`src/rtl/clk_gate_pkg.sv`:
```
// clk_gate_pkg: shared FSM state type and statistics width for clk_gate_ctrl
package clk_gate_pkg;
  typedef enum logic [1:0] {RUN, IDLE_WAIT, GATED, WAKE} clk_gate_state_e;
  localparam int GATE_CNT_W = 32;
endpackage

```
`src/rtl/clk_gate_ctrl.sv`:
```
// clk_gate_ctrl: idle-driven clock-gate enable with wake handshake; GATE_STATS_EN adds a saturating gate counter
module clk_gate_ctrl
  import clk_gate_pkg::*;
#(
  parameter int IDLE_CYCLES = 16,
  parameter int WAKE_CYCLES = 2
) (
  input  logic clk_i,
  input  logic rst_ni,
  input  logic test_en_i,
  input  logic sw_en_i,
  input  logic busy_i,
  input  logic wake_req_i,
  output logic wake_ack_o,
  output logic clk_en_o,
  output logic gated_o
`ifdef GATE_STATS_EN
  ,
  input  logic                  gate_cnt_clr_i,
  output logic [GATE_CNT_W-1:0] gate_cnt_o
`endif
);
  localparam int CNT_WIDTH = $clog2((IDLE_CYCLES > WAKE_CYCLES ? IDLE_CYCLES : WAKE_CYCLES) + 1);
  clk_gate_state_e state, state_nxt;
  logic [CNT_WIDTH-1:0] cnt, cnt_nxt;
  logic acked, wake, ack_set;
  assign wake = busy_i | wake_req_i | ~sw_en_i;
  assign ack_set = (state == RUN) & wake_req_i & ~acked & ~wake_ack_o & ~test_en_i;
  // state, shared counter and handshake registers
  always_ff @(posedge clk_i or negedge rst_ni)
    if (!rst_ni) begin
      state      <= RUN;
      cnt        <= '0;
      wake_ack_o <= 1'b0;
      acked      <= 1'b0;
    end else begin
      state      <= state_nxt;
      cnt        <= cnt_nxt;
      wake_ack_o <= ack_set;
      acked      <= ack_set | (acked & wake_req_i);
    end
  // next state; counter runs only while staying in IDLE_WAIT or WAKE
  always_comb begin
    state_nxt = state;
    if (test_en_i) state_nxt = RUN;
    else
      case (state)
        RUN:       if (sw_en_i & ~busy_i & ~wake_req_i) state_nxt = IDLE_WAIT;
        IDLE_WAIT: state_nxt = wake ? RUN : (cnt == CNT_WIDTH'(IDLE_CYCLES - 1)) ? GATED : IDLE_WAIT;
        GATED:     if (wake) state_nxt = WAKE;
        WAKE:      if (cnt == CNT_WIDTH'(WAKE_CYCLES - 1)) state_nxt = RUN;
        default:   state_nxt = RUN;
      endcase
    cnt_nxt = (state_nxt == state && (state == IDLE_WAIT || state == WAKE)) ? cnt + 1'b1 : '0;
  end
  // outputs decoded from registered state, test mode forces the clock on
  always_comb begin
    clk_en_o = (state != GATED) | test_en_i;
    gated_o  = (state == GATED) & ~test_en_i;
  end
`ifdef GATE_STATS_EN
  // saturating count of gating events, clear wins over increment
  always_ff @(posedge clk_i or negedge rst_ni)
    if (!rst_ni) gate_cnt_o <= '0;
    else if (gate_cnt_clr_i) gate_cnt_o <= '0;
    else if (state == IDLE_WAIT && state_nxt == GATED && gate_cnt_o != '1) gate_cnt_o <= gate_cnt_o + 1'b1;
`endif
endmodule

```
`config.mk`:
```
export PLATFORM = sky130hd
export DESIGN_NAME = clk_gate_ctrl
export DESIGN_NICKNAME = d
export VERILOG_FILES = /design/src/rtl/clk_gate_pkg.sv /design/src/rtl/clk_gate_ctrl.sv
export SDC_FILE = /design/constraint.sdc
export NUM_CORES = 1
export LEC_CHECK = 0
export CAP_MARGIN = 0
export CORE_AREA = 2 2 39 41
export CTS_CLUSTER_SIZE = 12
export DETAILED_ROUTE_END_ITERATION = 16
export DIE_AREA = 0 0 41 43
export MAX_ROUTING_LAYER = met4
export SKIP_LAST_GASP = 1
export SLEW_MARGIN = 20
export SYNTH_ARGS = -nofsm -noshare
export SYNTH_HDL_FRONTEND = slang
export SYNTH_SLANG_ARGS = --single-unit
```
`constraint.sdc`:
```
create_clock -name clk_i -period 1.5 [get_ports clk_i]
set_input_delay 0.3 -clock clk_i [delete_from_list [all_inputs] [get_ports clk_i]]
set_output_delay 0.3 -clock clk_i [all_outputs]
set_load 0.01 [all_outputs]
```
==> results of run 1 <==
cells by family (layout without fill, tap and decap cells):
| family | Yosys count | in the layout | share of synthesized area |
|---|---|---|---|
| AND/OR/NAND/NOR | 13 | 13 | 0.1843 |
| adder cells (fa/ha/maj) | 3 | 3 | 0.08131 |
| buffers and inverters | 4 | 22 | 0.03251 |
| XOR/XNOR | 2 | 2 | 0.03795 |
| AO/OA/AOI/OAI | 10 | 10 | 0.1762 |
| flip-flops | 9 | 9 | 0.4878 |
layer usage:
metal	wire (um)	share of wire	GRT usage	up-vias
li1	-	-	-	187
met1	439	0.48	0.1788	188
met2	441	0.48	0.1813	4
met3	21	0.023	0.06283	2
met4	7	0.0077	0.06000	0
met5	0	0	-	-
layout make-up:
type                       count  area (um^2)
clock buffer                   4        26.28
fill                         134        740.7
inverter                       4        15.01
multi-input combinational     28        241.5
sequential                     9        225.2
tap                           16        20.02
timing repair buffer          14        115.1
cell usage after synthesis (all sizes together):
cell type	instances
and3	1
clkinv	1
or4b	1
and4b	1
xor2	1
a31o	1
o22ai	1
a21oi	1
ha	3
nor2	3
nor4b	1
inv	3
o21ai	1
a21o	1
nand3	2
nand2	3
xnor2	1
nand2b	1
a211oi	5
dfrtp	9
path summary, 6_finish.rpt:
| path | end | slack, ns | cells past startpoint |
|---|---|---|---|
| max | state[1]$_DFF_PN0_ | -0.08 | 5 |
| min | cnt[2]$_DFF_PN0_ | 0.33 | 1 |
| max reg2reg | state[1]$_DFF_PN0_ | -0.08 | 5 |
| min reg2reg | acked$_DFF_PN0_ | 0.51 | 1 |
| max in group asynchronous | cnt[1]$_DFF_PN0_ | 0.87 | 1 |
| min in group clk_i | acked$_DFF_PN0_ | 0.51 | 1 |
critical path, stage by stage, from the launching register on:
cell and delay, ns:
dfrtp_1 0.39, inv_1 0.06, ha_1 0.13, or4b_4 0.48, o21ai_4 0.26, a21oi_1 0.13
stage by stage:
stage	std cells	power (W)	worst slack (ns)
finish	75	0.0004873	-0.08311
global route	75	0.0005110	-0.1621
CTS	75	0.0004930	-0.06445
detailed placement	71	0.0003071	-0.2997
global placement	71	0.0003062	-0.2815
floorplan	41	0.0002728	0.05562
sequential cells by signal, indices dropped and copies added (netlist names):
register and flops:
state 2, wake_ack_o 1, acked 1, cnt 5
timing repair:
item                                    in CTS  in global routing
pin swaps                                    2                  0
gates resized for setup                      6                  5
endpoints found under the setup margin       9                  9
power by group through the flow:
stage | Clock [W] | Combinational, W | Sequential, W
2_1_floorplan | 0 | 0.0000152 | 0.000258
3_3_place_gp | 0 | 0.0000493 | 0.000257
3_5_place_dp | 0 | 0.0000497 | 0.000257
4_1_cts | 0.000189 | 0.0000508 | 0.000253
5_1_grt | 0.000201 | 0.0000565 | 0.000254
6_report | 0.000183 | 0.0000511 | 0.000253
==> flow_summary.toml, run 1 <==
[placement]
gp_congestion = 0.7604
place_hpwl_um = 704.8
port_buffers = 8
placed_area_um2 = 606.8

[worst_setup_path]
required_ns = 1.62
startpoint = "cnt[1]$_DFF_PN0_"
crit_arrival_ns = 1.70
critical_path_class = "reg2reg"
end_kind = "register"
worstReg2RegStart = "cnt[1]$_DFF_PN0_"
cp-start-kind = "register"
path_max_fanout = 7

[power]
powerDensity_nw_per_um2 = 757.7
p_leak_nw = 0.2855
power_frac_clock = 0.376
ir_worst_vdd_mv = 0.4481
switchingPower_w = 0.0001070
power_frac_seq = 0.519
p_int_w = 0.0003803
switching_share = 0.2196
comb_power_share = 0.105

[final_layout]
n_antenna_cell = 0
area_growth_pct = 39.30
final_common_cell = "dfrtp_1"
drive_gt1_frac = 0.3559
layout_common_cells = "dfrtp_1, clkdlybuf4s50_1, buf_4"
final_util = 0.4647
nNetsFinal = 69
final_area_um2 = 643.1

[route]
drc = 0
firstDrtPassIters = 2
routed_wl_um = 910
wl_per_cell_um = 12.13
drtAntennaViolNets = 0
drtIter0Drc = 5
viasPerCell = 5.080
vias = 381

[global_routing]
grt_pass1_vias = 347
antenna_found_initial = 0
grt_max_degree = 10
grt-ovfl-total = 0
grt_pass1_wl_mm = 1.552
grt_usage = 0.1381

[sta]
fin_crit_sh = 1.055
setup_viol = 7
finalSetupTns_ns = -0.4286
min_period_ns = 1.583
holdWs_ns = 0.3338
finalHoldViolations = 0
rsz0062_at_grt = "yes"
fin_skew_ns = 0.009567
fin_ws_ns = -0.08311
drv_slew = 0
tightest_slew_ns = 0.4091
slew_headroom = 0.7264
fmax_mhz = 631.7

[yosys]
ys_warn_count = 0
synth_seq_cells = 9
seq_area_frac_synth = 0.4878
syn_inst = 41
synth_area_um2 = 461.7
yosysUniqueCellTypes = 20
synth_top_area_frac = 0.4878
synth_top_cell_by_area = "dfrtp_1"
syn-num-nets = 50
avgSynthCellArea_um2 = 11.26
ys_top_cells_by_area = "dfrtp_1, a211oi_1, ha_1, o21ai_4, nor4b_2"

[clock_tree]
root_buffer = "clkbuf_4"
cts-buffers-inserted = 3
clock-sinks = 9
cts_tree = "done"
hold_buffers = 0
cts_buffer_depth = 2
post_cts_buffers = 0
htreeDepth = 1
clk_pin_slew_ns = 0.06
clk_latency_ns = 0.26

[floorplan]
die_area_um2 = 1763
num_rows = 14
io_pins = 9
initial_core_util = 0.3336
die_w_um = 41
fp.coreArea_um2 = 1384
die_h_um = 43

[outcome]
outcome = "finished with violations"
violations = "negative setup slack"

[flow_run]
drv_cap = 0

[hold_path]
hp-class = "in2async"
Power figures use the tool's default switching activity.
==> inputs of run 2 (changes only) <==
--- a/config.mk
+++ b/config.mk
@@ -5,7 +5,7 @@
 export SDC_FILE = /design/constraint.sdc
 export NUM_CORES = 1
 export LEC_CHECK = 0
-export CAP_MARGIN = 0
+export CAP_MARGIN = 20
 export CORE_AREA = 2 2 39 41
 export CTS_CLUSTER_SIZE = 12
 export DETAILED_ROUTE_END_ITERATION = 16
==> results of run 2 <==
Same layout as run 1: the final DEF is identical, and so are final timing and power.
